===== config.mk =====
export PLATFORM = sky130hd
export DESIGN_NAME = seg_scan_driver_flat
export DESIGN_NICKNAME = d
export VERILOG_FILES = /design/src/rtl/seg_scan_driver_pkg.sv /design/src/rtl/seg_scan_driver_if.sv /design/src/rtl/seg_scan_driver_bcd_to_seg.sv /design/src/rtl/seg_scan_driver.sv /design/src/flat_wrapper.sv
export SDC_FILE = /design/constraint.sdc
export NUM_CORES = 1
export LEC_CHECK = 0
export BUFFER_PORTS_ARGS = -buffer_cell sky130_fd_sc_hd__buf_2
export CORE_MARGIN = 8
export CORE_UTILIZATION = 51
export DETAILED_ROUTE_END_ITERATION = 6
export PLACE_DENSITY = 0.71
export SLEW_MARGIN = 20
export SYNTH_ARGS = -nofsm -noshare
export SYNTH_HDL_FRONTEND = slang
export SYNTH_SLANG_ARGS = --single-unit

===== constraint.sdc =====
create_clock -name clk -period 8.1 [get_ports clk]
set_input_delay 0.81 -clock clk [delete_from_list [all_inputs] [get_ports clk]]
set_output_delay 0.81 -clock clk [all_outputs]
set_load 0.05 [all_outputs]

===== src/rtl/seg_scan_driver_pkg.sv =====
// seg_scan_driver_pkg: shared segment patterns, digit-common encodings and snapshot type
package seg_scan_driver_pkg;
    // Segment order is {g,f,e,d,c,b,a}, active-high; entry i is the glyph for digit i.
    localparam logic [9:0][6:0] SEG_DIGITS = {
        7'h6F, 7'h7F, 7'h07, 7'h7D, 7'h6D, 7'h66, 7'h4F, 7'h5B, 7'h06, 7'h3F
    };
    localparam logic [6:0] SEG_DASH  = 7'b1000000;
    localparam logic [6:0] SEG_BLANK = 7'b0000000;
    // Active-low one-hot commons indexed by slot; slot 3 drives hr_ten on bit 3.
    localparam logic [3:0][3:0] COM_SLOT = {4'b0111, 4'b1011, 4'b1101, 4'b1110};
    localparam logic [3:0] COM_OFF = 4'b1111;
    typedef struct packed {
        logic [2:0] hr_ten;
        logic [3:0] hr_one;
        logic [2:0] mn_ten;
        logic [3:0] mn_one;
        logic       lz_blank;
        logic       colon_on;
    } snap_t;
endpackage


===== src/rtl/seg_scan_driver_if.sv =====
// seg_scan_driver_if: time digits and display controls in, multiplexed segment drive out
// master: drives hr_ten/hr_one/mn_ten/mn_one, lz_blank, blink_en, colon_on; observes display
// slave : the scan driver, producing seg, dp, com and frame_start
interface seg_scan_driver_if;
    logic [2:0] hr_ten;
    logic [3:0] hr_one;
    logic [2:0] mn_ten;
    logic [3:0] mn_one;
    logic       lz_blank;
    logic       blink_en;
    logic       colon_on;
    logic [6:0] seg;
    logic       dp;
    logic [3:0] com;
    logic       frame_start;
    modport master (
        output hr_ten, hr_one, mn_ten, mn_one, lz_blank, blink_en, colon_on,
        input  seg, dp, com, frame_start
    );
    modport slave (
        input  hr_ten, hr_one, mn_ten, mn_one, lz_blank, blink_en, colon_on,
        output seg, dp, com, frame_start
    );
endinterface


===== src/rtl/seg_scan_driver_bcd_to_seg.sv =====
// bcd_to_seg: combinational BCD digit to 7-segment glyph, dash for codes above 9
// bcd: 4-bit digit in; pat: {g,f,e,d,c,b,a} active-high out
module bcd_to_seg
    import seg_scan_driver_pkg::*;
(
    input  logic [3:0] bcd,
    output logic [6:0] pat
);
    assign pat = bcd > 4'd9 ? SEG_DASH : SEG_DIGITS[bcd];
endmodule


===== src/rtl/seg_scan_driver.sv =====
// seg_scan_driver: 4-digit multiplexed HH:MM display scanner with snapshot, blanking and blink
// clk: system clock; rst: async active-high reset
// bus (slave): digit/control inputs, registered seg/dp/com, frame_start pulse on snapshot
module seg_scan_driver
    import seg_scan_driver_pkg::*;
#(
    parameter int SCAN_DIV     = 1000,
    parameter int BLINK_FRAMES = 64
) (
    input  logic               clk,
    input  logic               rst,
    seg_scan_driver_if.slave   bus
);
    localparam logic [15:0] DIV_MAX = 16'(SCAN_DIV - 1);
    localparam logic [7:0]  FR_MAX  = 8'(BLINK_FRAMES - 1);
    logic [15:0] presc;
    logic [1:0]  slot, slot_n;
    logic [7:0]  fcnt;
    logic        phase, phase_n;
    snap_t       snap, snap_n, live;
    logic        tick, wrap, off, lz_hide;
    logic [3:0]  digit;
    logic [6:0]  pat;
    assign tick = presc == DIV_MAX;
    assign wrap = tick && slot == 2'd0;
    assign bus.frame_start = wrap;
    assign slot_n = slot - 2'd1;
    assign live = {bus.hr_ten, bus.hr_one, bus.mn_ten, bus.mn_one, bus.lz_blank, bus.colon_on};
    // Outputs are computed from the values the state takes at this tick, so the
    // first slot of a frame already shows the snapshot being captured.
    assign snap_n = wrap ? live : snap;
    assign phase_n = wrap && fcnt == FR_MAX ? ~phase : phase;
    assign digit = slot_n == 2'd3 ? {1'b0, snap_n.hr_ten} :
                   slot_n == 2'd2 ? snap_n.hr_one :
                   slot_n == 2'd1 ? {1'b0, snap_n.mn_ten} : snap_n.mn_one;
    assign off = bus.blink_en && phase_n;
    assign lz_hide = slot_n == 2'd3 && snap_n.lz_blank && snap_n.hr_ten == 3'd0;
    bcd_to_seg u_dec (.bcd(digit), .pat(pat));
    always_ff @(posedge clk or posedge rst) begin
        if (rst) begin
            presc   <= '0;
            slot    <= 2'd3;
            snap    <= '0;
            fcnt    <= '0;
            phase   <= 1'b0;
            bus.com <= COM_OFF;
            bus.seg <= SEG_BLANK;
            bus.dp  <= 1'b0;
        end else begin
            presc <= tick ? '0 : presc + 16'd1;
            if (tick) begin
                slot    <= slot_n;
                snap    <= snap_n;
                phase   <= phase_n;
                fcnt    <= !wrap ? fcnt : fcnt == FR_MAX ? '0 : fcnt + 8'd1;
                bus.com <= off || lz_hide ? COM_OFF : COM_SLOT[slot_n];
                bus.seg <= off || lz_hide ? SEG_BLANK : pat;
                bus.dp  <= !off && slot_n == 2'd2 && snap_n.colon_on;
            end
        end
    end
endmodule


===== src/flat_wrapper.sv =====
// flat-port wrapper written by rule: the top's interface ports become plain ports
module seg_scan_driver_flat import seg_scan_driver_pkg::*;
#(
    parameter int SCAN_DIV     = 1000,
    parameter int BLINK_FRAMES = 64
)
  (clk, rst, bus_hr_ten, bus_hr_one, bus_mn_ten, bus_mn_one, bus_lz_blank, bus_blink_en, bus_colon_on, bus_seg, bus_dp, bus_com, bus_frame_start);
  seg_scan_driver_if bus_i ();
  input  logic clk;
  input  logic rst;
  input wire logic [$bits(bus_i.hr_ten)-1:0] bus_hr_ten;
  input wire logic [$bits(bus_i.hr_one)-1:0] bus_hr_one;
  input wire logic [$bits(bus_i.mn_ten)-1:0] bus_mn_ten;
  input wire logic [$bits(bus_i.mn_one)-1:0] bus_mn_one;
  input wire logic [$bits(bus_i.lz_blank)-1:0] bus_lz_blank;
  input wire logic [$bits(bus_i.blink_en)-1:0] bus_blink_en;
  input wire logic [$bits(bus_i.colon_on)-1:0] bus_colon_on;
  output wire logic [$bits(bus_i.seg)-1:0] bus_seg;
  output wire logic [$bits(bus_i.dp)-1:0] bus_dp;
  output wire logic [$bits(bus_i.com)-1:0] bus_com;
  output wire logic [$bits(bus_i.frame_start)-1:0] bus_frame_start;
  assign bus_i.hr_ten = bus_hr_ten;
  assign bus_i.hr_one = bus_hr_one;
  assign bus_i.mn_ten = bus_mn_ten;
  assign bus_i.mn_one = bus_mn_one;
  assign bus_i.lz_blank = bus_lz_blank;
  assign bus_i.blink_en = bus_blink_en;
  assign bus_i.colon_on = bus_colon_on;
  assign bus_seg = bus_i.seg;
  assign bus_dp = bus_i.dp;
  assign bus_com = bus_i.com;
  assign bus_frame_start = bus_i.frame_start;
  seg_scan_driver #(.SCAN_DIV(SCAN_DIV), .BLINK_FRAMES(BLINK_FRAMES)) u_core (.clk(clk), .rst(rst), .bus(bus_i));
endmodule

; Word level (Yosys, flattened, before mapping)
; Memory sizes are Yosys's and may differ from the RTL's.
; Cells that the tools add are included.
[op_classes]
addsub = 3
bitwise_logic = 1
reduce_logical = 12
n_lt_le_gt_ge = 3
n_mux = 13
n_eq_ne = 5
[ops]
columns = cell, count
row1 = $mux W16, 2
row2 = $mux W7, 3
row3 = $mux W4, 5
row4 = $add A16 B1 Y16 const B, 1
row5 = $eq A16 B10 Y1 const B, 1
row6 = $add A8 B1 Y8 const B, 1
row7 = $bmux W4 S2, 1
row8 = $eq A8 B6 Y1 const B, 1
row9 = $mux W8, 1
row10 = $logic_and A1 B1 Y1, 7
row11 = $lt A4 B5 Y1 const B, 1
row12 = $eq A2 B2 Y1 const B, 2
row13 = $gt A4 B4 Y1 const B, 1
row14 = $logic_not A3 Y1, 1
row15 = $lt A2 B3 Y1 const B, 1
row16 = $eq A2 B1 Y1 const B, 1
row17 = $logic_not A2 Y1, 1
row18 = $reduce_and A2 Y1, 1
row19 = $sub A2 B1 Y2 const B, 1
row20 = $logic_not A1 Y1, 1
row21 = $logic_or A1 B1 Y1, 1
row22 = $mux W1, 1
row23 = $not A1 Y1, 1
[totals]
rom_bits = 112
elab_cells = 51
reg_bits = 55
output_inout_bits = 13
n_memories = 1
[mem_list]
columns = name, words, width, read_ports, rd_ports_with_merged_regs, wr, line_no
row1 = (no name shown), 16, 7, 1, 0, 0, seg_scan_driver_bcd_to_seg.sv:9  ; assign pat = bcd > 4'd9 ? SEG_DASH : SEG_DIGITS[bcd];

; Logic depth before layout (Yosys ltp)
[logic_depth]
depth_word = 10
mapped_depth = 14
mapped_depth_nobuf = 12

; Hierarchy
; A second synthesis with hierarchy kept.
[hier_totals]
hier_cells = 272
hier_area_um2 = 2732.6
[modules_own_cells]
columns = module, cells_each, n_inst, seq_area_each_um2, area_per_inst_um2
row1 = seg_scan_driver, 246, 1, 1358.8, 2549.9
row2 = bcd_to_seg, 26, 1, 0.0, 182.7

; Least setup slack after synthesis
; Ideal clock, no wire load.
[synth_path]
kind = register to register
startpoint = register u_core.presc[0]
endpoint = register u_core.bus.seg[3]
setup_ps = 127
n_path_buf = 2
path_stages_with_launch = 14
t_arrival_ps = 2652
required_time_ps = 7973
setup_slack_ps = 5321
cell_sequence = dfrtp_1 -> ha_1 -> and4b_1 -> and4_1 -> buf_6 -> and2_4 -> buf_6 -> mux4_2 -> nand2b_1 -> a22oi_1 -> ha_1 -> nor3_1 -> nand2b_1 -> o21ai_0
[synth_via]
elab_chain_len = 10
[synth_rtl]
columns = element, line_no
row1 = "start, declared", seg_scan_driver.sv:16  ; logic [15:0] presc;
row2 = "start signal, assigned", seg_scan_driver.sv:50  ; presc <= tick ? '0 : presc + 16'd1;
row3 = $eq A16 B10 Y1 (*), seg_scan_driver.sv:24  ; assign tick = presc == DIV_MAX;
row4 = $logic_and A1 B1 Y1, seg_scan_driver.sv:25  ; assign wrap = tick && slot == 2'd0;
row5 = $mux W16, seg_scan_driver.sv:31  ; assign snap_n = wrap ? live : snap;
row6 = $mux W4, seg_scan_driver.sv:35  ; slot_n == 2'd1 ? {1'b0, snap_n.mn_ten} : snap_n.mn_one;
row7 = $mux W4, seg_scan_driver.sv:34  ; slot_n == 2'd2 ? snap_n.hr_one :
row8 = $mux W4, seg_scan_driver.sv:33  ; assign digit = slot_n == 2'd3 ? {1'b0, snap_n.hr_ten} :
row9 = $mem_v2 Z16 W7, n/a
row10 = $mux W7 (not written as such), seg_scan_driver_bcd_to_seg.sv:9
row11 = $mux W7, seg_scan_driver_bcd_to_seg.sv:9
row12 = $mux W7, seg_scan_driver.sv:57  ; bus.seg <= off || lz_hide ? SEG_BLANK : pat;
row13 = "end signal, assigned", seg_scan_driver.sv:57
row14 = "end, declared", seg_scan_driver_if.sv:22  ; output seg, dp, com, frame_start
; Mark *: on every way between the ends. The rest lies on a longest branch, timed or not. The select of a mux whose other input is x is not followed.
; A chain may end at the register's enable or synchronous reset.

; Final worst setup path
[layout_path]
startpoint = register u_core.slot[0]
endpoint = register u_core.bus.seg[1]
[layout_lines]
columns = element, line_no
row1 = "start, declared", seg_scan_driver.sv:17  ; logic [1:0] slot, slot_n;
row2 = "start signal, assigned", seg_scan_driver.sv:52  ; slot <= slot_n;
row3 = $sub A2 B1 Y2 (*), seg_scan_driver.sv:27  ; assign slot_n = slot - 2'd1;
row4 = named net u_core.slot_n[0], seg_scan_driver.sv:17
row5 = $eq A2 B1 Y1, seg_scan_driver.sv:35
row6 = $mux W4, seg_scan_driver.sv:35
row7 = $mux W4, seg_scan_driver.sv:34
row8 = $mux W4, seg_scan_driver.sv:33
row9 = $mem_v2 Z16 W7, n/a
row10 = $mux W7 (not written as such), seg_scan_driver_bcd_to_seg.sv:9
row11 = $mux W7, seg_scan_driver_bcd_to_seg.sv:9
row12 = $mux W7 (*), seg_scan_driver.sv:57
; Mark *: on every way through the listed nets, which the timed path passes. The rest lies on a longest branch. The select of a mux whose other input is x is not followed.

==> report_table.html <==
<table>
<tr><th>Metric</th><th>Value</th></tr>
<tr><th colspan="2">Pwr</th></tr>
<tr><td>Sequential share of power</td><td>61.7%</td></tr>
<tr><td>Leakage component of the power</td><td>1.463 nW</td></tr>
<tr><td>IR drop worst, VDD</td><td>0.08400 mV</td></tr>
<tr><td>Clock group share of total power</td><td>35.0%</td></tr>
<tr><td>Internal power contribution</td><td>0.3441 mW</td></tr>
<tr><td>Switching part of the total power</td><td>21.25%</td></tr>
<tr><td>Pwr per Cell Area</td><td>between 100 and 150 nW/µm²</td></tr>
<tr><td>Switching power</td><td>0.09284 mW</td></tr>
<tr><td>Power share of the combinational group</td><td>3.3%</td></tr>
<tr><th colspan="2">Synthesis</th></tr>
<tr><td>Total nets after synthesis</td><td>roughly 330</td></tr>
<tr><td>Post-synth top area share</td><td>42.14%</td></tr>
<tr><td>Synthesis Warnings</td><td>0</td></tr>
<tr><td>EDFF count, synth</td><td>0</td></tr>
<tr><td>Portion of the post-synthesis area used by sequential elements</td><td>47.67%</td></tr>
<tr><td>Number of synthesized register bits</td><td>54</td></tr>
<tr><td>Netlist Area Pre-Place</td><td>2850 µm²</td></tr>
<tr><td>Top FF cell, synth</td><td>sky130_fd_sc_hd__dfrtp_1</td></tr>
<tr><td>Post-synthesis area per instance</td><td>9.662 µm²</td></tr>
<tr><td>Share of flip-flops with an asynchronous set or reset</td><td>100.0%</td></tr>
<tr><td>Gate Count Post-Synth</td><td>295</td></tr>
<tr><td>Number of distinct library cells after synthesis</td><td>49</td></tr>
<tr><td>Cell taking the most area after synthesis</td><td>sky130_fd_sc_hd__dfrtp_1</td></tr>
<tr><td>Synth area leaders</td><td>sky130_fd_sc_hd__dfrtp_1 (42%), sky130_fd_sc_hd__nand2_1 (8.8%), sky130_fd_sc_hd__ha_1 (6.1%), sky130_fd_sc_hd__dfstp_2 (5.5%), sky130_fd_sc_hd__xnor2_1 (3.7%)</td></tr>
<tr><th colspan="2">Setup path</th></tr>
<tr><td>CP Max Fanout</td><td>22</td></tr>
<tr><td>Number of cells on the worst reg-to-reg path</td><td>10</td></tr>
<tr><td>Arrival @ worst endpoint</td><td>around 3.5 ns</td></tr>
<tr><td>End of the worst register-to-register path</td><td>u_core.bus.seg[1]</td></tr>
<tr><td>Critical path capture point</td><td>u_core.bus.seg[1]</td></tr>
<tr><td>Critical path startpoint</td><td>u_core.slot[0]</td></tr>
<tr><td>Type of element launching the critical path</td><td>flop</td></tr>
<tr><td>Reg-to-reg critical path startpoint</td><td>u_core.slot[0]</td></tr>
<tr><td>Cell breakdown of the critical path</td><td>inv_1 &gt; ha_1 &gt; and2_4 &gt; mux4_2 &gt; nand2b_1 &gt; a22oi_1 &gt; ha_1 &gt; nor3_1 &gt; nand2b_1 &gt; o21ai_0</td></tr>
<tr><td>Critical path data required time</td><td>8.28 ns</td></tr>
<tr><td>Setup slack, reg-to-reg</td><td>4.79 ns</td></tr>
<tr><td>Type of the worst setup path</td><td>flop to flop</td></tr>
<tr><td>Slowest Stage Delay on Critical Path</td><td>0.56 ns</td></tr>
<tr><td>Kind of capture point of the worst setup path</td><td>flop</td></tr>
<tr><td>Cell at the slowest stage of the critical path</td><td>sky130_fd_sc_hd__ha_1</td></tr>
<tr><th colspan="2">Die</th></tr>
<tr><td>Num rows</td><td>27</td></tr>
<tr><td>Placeable core region</td><td>5439 µm²</td></tr>
<tr><td>Total die area</td><td>approximately 8000 µm²</td></tr>
<tr><td>Initial Util</td><td>52.40%</td></tr>
<tr><td>Number of I/O pins</td><td>32</td></tr>
<tr><td>Overall die height</td><td>90.76 µm</td></tr>
<tr><td>Horizontal extent of the die</td><td>90.76 µm</td></tr>
<tr><th colspan="2">STA</th></tr>
<tr><td>Worst max-slew margin expressed relative to the limit</td><td>a little under three fifths</td></tr>
<tr><td>TNS Setup</td><td>0 ns</td></tr>
<tr><td>Maximum clock rate</td><td>between 300 and 400 MHz</td></tr>
<tr><td>Number of pins with negative max-slew slack in the final report</td><td>0</td></tr>
<tr><td>Final-report setup violation count</td><td>0</td></tr>
<tr><td>Worst-Margin Slew</td><td>0.6679 ns</td></tr>
<tr><td>Final period util</td><td>between 40% and 50%</td></tr>
<tr><td>Hold Fails Final Rpt</td><td>0</td></tr>
<tr><td>RSZ-0062 raised after global routing</td><td>no</td></tr>
<tr><td>Worst path setup slack after routing</td><td>roughly 4.8 ns</td></tr>
<tr><td>Worst clock skew on the final layout</td><td>approximately 0.0084 ns</td></tr>
<tr><td>Shortest period the worst path allows</td><td>3.309 ns</td></tr>
<tr><th colspan="2">Detailed routing</th></tr>
<tr><td>Number of DRC violations after detailed-routing iteration 0</td><td>116</td></tr>
<tr><td>Post-detailed-route via-to-cell ratio</td><td>5.278</td></tr>
<tr><td>Routed wire length</td><td>~5600 µm</td></tr>
<tr><td>DRT Pass-1 Iters</td><td>4</td></tr>
<tr><td>DRC violation count after routing</td><td>0</td></tr>
<tr><td>Via count</td><td>2,085</td></tr>
<tr><td>ANT nets after route</td><td>0</td></tr>
<tr><td>Wirelength per Cell</td><td>14.06 µm</td></tr>
<tr><th colspan="2">Global route</th></tr>
<tr><td>Antenna violations before repair</td><td>0</td></tr>
<tr><td>First-pass GRT wire length</td><td>9597 µm</td></tr>
<tr><td>Global-route usage over all layers</td><td>13.95%</td></tr>
<tr><td>Number of global-route vias before repair</td><td>2,037</td></tr>
<tr><td>Global-route congestion overflow total</td><td>0</td></tr>
<tr><td>Largest net degree at the start of global routing</td><td>55</td></tr>
<tr><th colspan="2">Clock network</th></tr>
<tr><td>Clock tree from TritonCTS</td><td>yes</td></tr>
<tr><td>Post-CTS Repair Setup Buffers</td><td>0</td></tr>
<tr><td>Number of gates resized after cts</td><td>0</td></tr>
<tr><td>Clock transition at the registers of the reported paths</td><td>0.09 ns</td></tr>
<tr><td>Clock H-tree levels</td><td>2</td></tr>
<tr><td>Hold buffers post-CTS</td><td>0</td></tr>
<tr><td>Total CTS buffers</td><td>5</td></tr>
<tr><td>Number of buffers on the longest clock path</td><td>2</td></tr>
<tr><td>Root Driver</td><td>sky130_fd_sc_hd__clkbuf_8</td></tr>
<tr><td>Sink count of the clock tree</td><td>54</td></tr>
<tr><td>Clock latency at the later pin of the worst-skew pair</td><td>0.30 ns</td></tr>
<tr><th colspan="2">Placed design</th></tr>
<tr><td>Number of buffers added on ports</td><td>31</td></tr>
<tr><td>Dpl ws</td><td>4.792 ns</td></tr>
<tr><td>Final RePlAce weighted congestion</td><td>a little over 0.8</td></tr>
<tr><td>HPWL reported at the end of detailed placement</td><td>4098 µm</td></tr>
<tr><th colspan="2">Finish</th></tr>
<tr><td>Most frequent cells in the layout</td><td>sky130_fd_sc_hd__nand2_1 (67), sky130_fd_sc_hd__dfrtp_1 (48), sky130_fd_sc_hd__buf_2 (31)</td></tr>
<tr><td>Most common library cell in the layout ignoring fill and taps</td><td>sky130_fd_sc_hd__nand2_1</td></tr>
<tr><td>Total inserted antenna cells</td><td>0</td></tr>
<tr><td>Layout overhead on the synthesized area</td><td>9.833%</td></tr>
<tr><td>NumNets Final</td><td>355</td></tr>
<tr><td>Share of post-route cells with drive strength above 1</td><td>17.65%</td></tr>
<tr><th colspan="2">Flow run</th></tr>
<tr><td>Number of max-cap violations</td><td>0</td></tr>
<tr><th colspan="2">Hold path</th></tr>
<tr><td>Hold crit path type</td><td>flop to flop</td></tr>
<tr><th colspan="2">Status</th></tr>
<tr><td>Run status</td><td>complete, no violations</td></tr>
</table>
worst max-delay path: cells and delay by family, from the launching register on:
family	cells	cell delay, ns
AND/OR/NAND/NOR	4	1.05
adder cells (fa/ha/maj)	2	0.84
multiplexers	1	0.53
flip-flops	1	0.40
AO/OA/AOI/OAI	2	0.21
buffers and inverters	1	0.16
metrics by stage:
stage / power [mW] / hold slack [ns] / std cells / cell area (µm²) / util, %
2_1_floorplan: 0.2819 / 0.4334 / 295 / 2850 / -
3_3_place_gp: 0.2896 / 0.4517 / 387 / 3039 / 55.88
3_5_place_dp: 0.2898 / 0.4688 / 387 / 3039 / 55.88
4_1_cts: 0.4423 / 0.4878 / 395 / 3131 / 57.56
5_1_grt: 0.4533 / 0.5004 / 395 / 3131 / 57.56
6_report: 0.4370 / 0.4833 / 395 / 3131 / 57.56
power by group through the flow:
stage | registers (mW) | logic, mW | clock network (mW)
4_1_cts | 0.270 | 0.0148 | 0.158
6_report | 0.270 | 0.0142 | 0.153
2_1_floorplan | 0.275 | 0.00690 | 0
3_5_place_dp | 0.275 | 0.0148 | 0
3_3_place_gp | 0.275 | 0.0146 | 0
5_1_grt | 0.270 | 0.0166 | 0.167
kinds of logic after synthesis:
group	after synthesis	synth area share (%)
AND/OR/NAND/NOR	139	24.14
buffers and inverters	21	3.424
flip-flops	54	47.67
AO/OA/AOI/OAI	39	9.044
multiplexers	6	2.809
adder cells (fa/ha/maj)	14	6.146
XOR/XNOR	22	6.760
flip-flops by register name, summed over array words and instances (netlist names):
| signal | cells |
|---|---|
| u_core.slot | 2 |
| u_core.presc | 16 |
| u_core.phase | 1 |
| u_core.bus.com | 4 |
| u_core.fcnt | 8 |
| u_core.snap | 15 |
| u_core.bus.seg | 7 |
| u_core.bus.dp | 1 |
synth_stat cells, types with 3 or more instances:
cell	number
sky130_fd_sc_hd__nand3_1	6
sky130_fd_sc_hd__nor2_1	22
sky130_fd_sc_hd__a21oi_1	10
sky130_fd_sc_hd__nor3_1	4
sky130_fd_sc_hd__nand2b_1	4
sky130_fd_sc_hd__a31oi_1	3
sky130_fd_sc_hd__xor2_1	10
sky130_fd_sc_hd__clkbuf_1	7
sky130_fd_sc_hd__nand4_1	6
sky130_fd_sc_hd__ha_1	14
sky130_fd_sc_hd__xnor2_1	12
sky130_fd_sc_hd__nor2b_1	3
sky130_fd_sc_hd__o311ai_0	3
sky130_fd_sc_hd__inv_1	9
sky130_fd_sc_hd__nand2_1	67
sky130_fd_sc_hd__buf_2	3
sky130_fd_sc_hd__dfstp_2	6
sky130_fd_sc_hd__a22o_1	3
sky130_fd_sc_hd__and3_1	3
sky130_fd_sc_hd__and2_1	5
sky130_fd_sc_hd__and4_1	5
sky130_fd_sc_hd__dfrtp_1	48
sky130_fd_sc_hd__o21ai_0	9
worst min-delay path by stage:
| stage | startpoint | end | slack [ns] | cells past startpoint |
|---|---|---|---|---|
| floorplan | u_core.snap[6] | u_core.snap[6] | 0.43 | 2 |
| global placement | u_core.snap[3] | u_core.snap[3] | 0.45 | 2 |
| detailed placement | u_core.snap[7] | u_core.snap[7] | 0.47 | 2 |
| CTS | u_core.presc[0] | u_core.presc[0] | 0.49 | 1 |
| global route | u_core.presc[0] | u_core.presc[0] | 0.50 | 1 |
| finish | u_core.bus.seg[5] | u_core.bus.seg[5] | 0.48 | 2 |
area by class of cell:
cell class                 instances  area [µm²]
clock inverter                     1       5.005
inverter                           9       33.78
fill                             495        2308
multi-input combinational        220        1394
timing repair buffer              32       162.7
tap                               72       90.09
clock buffer                       7       86.33
sequential                        54        1359
layer usage:
layer | GRT usage, % | vias to the layer above | wire (µm)
met5 | 0 | - | 0
met4 | 3.745 | 0 | 46
met3 | 3.824 | 4 | 207
met2 | 22.17 | 29 | 2604
met1 | 18.12 | 998 | 2695
li1 | - | 1054 | -
No activity file was read; power rests on OpenSTA's default activity.
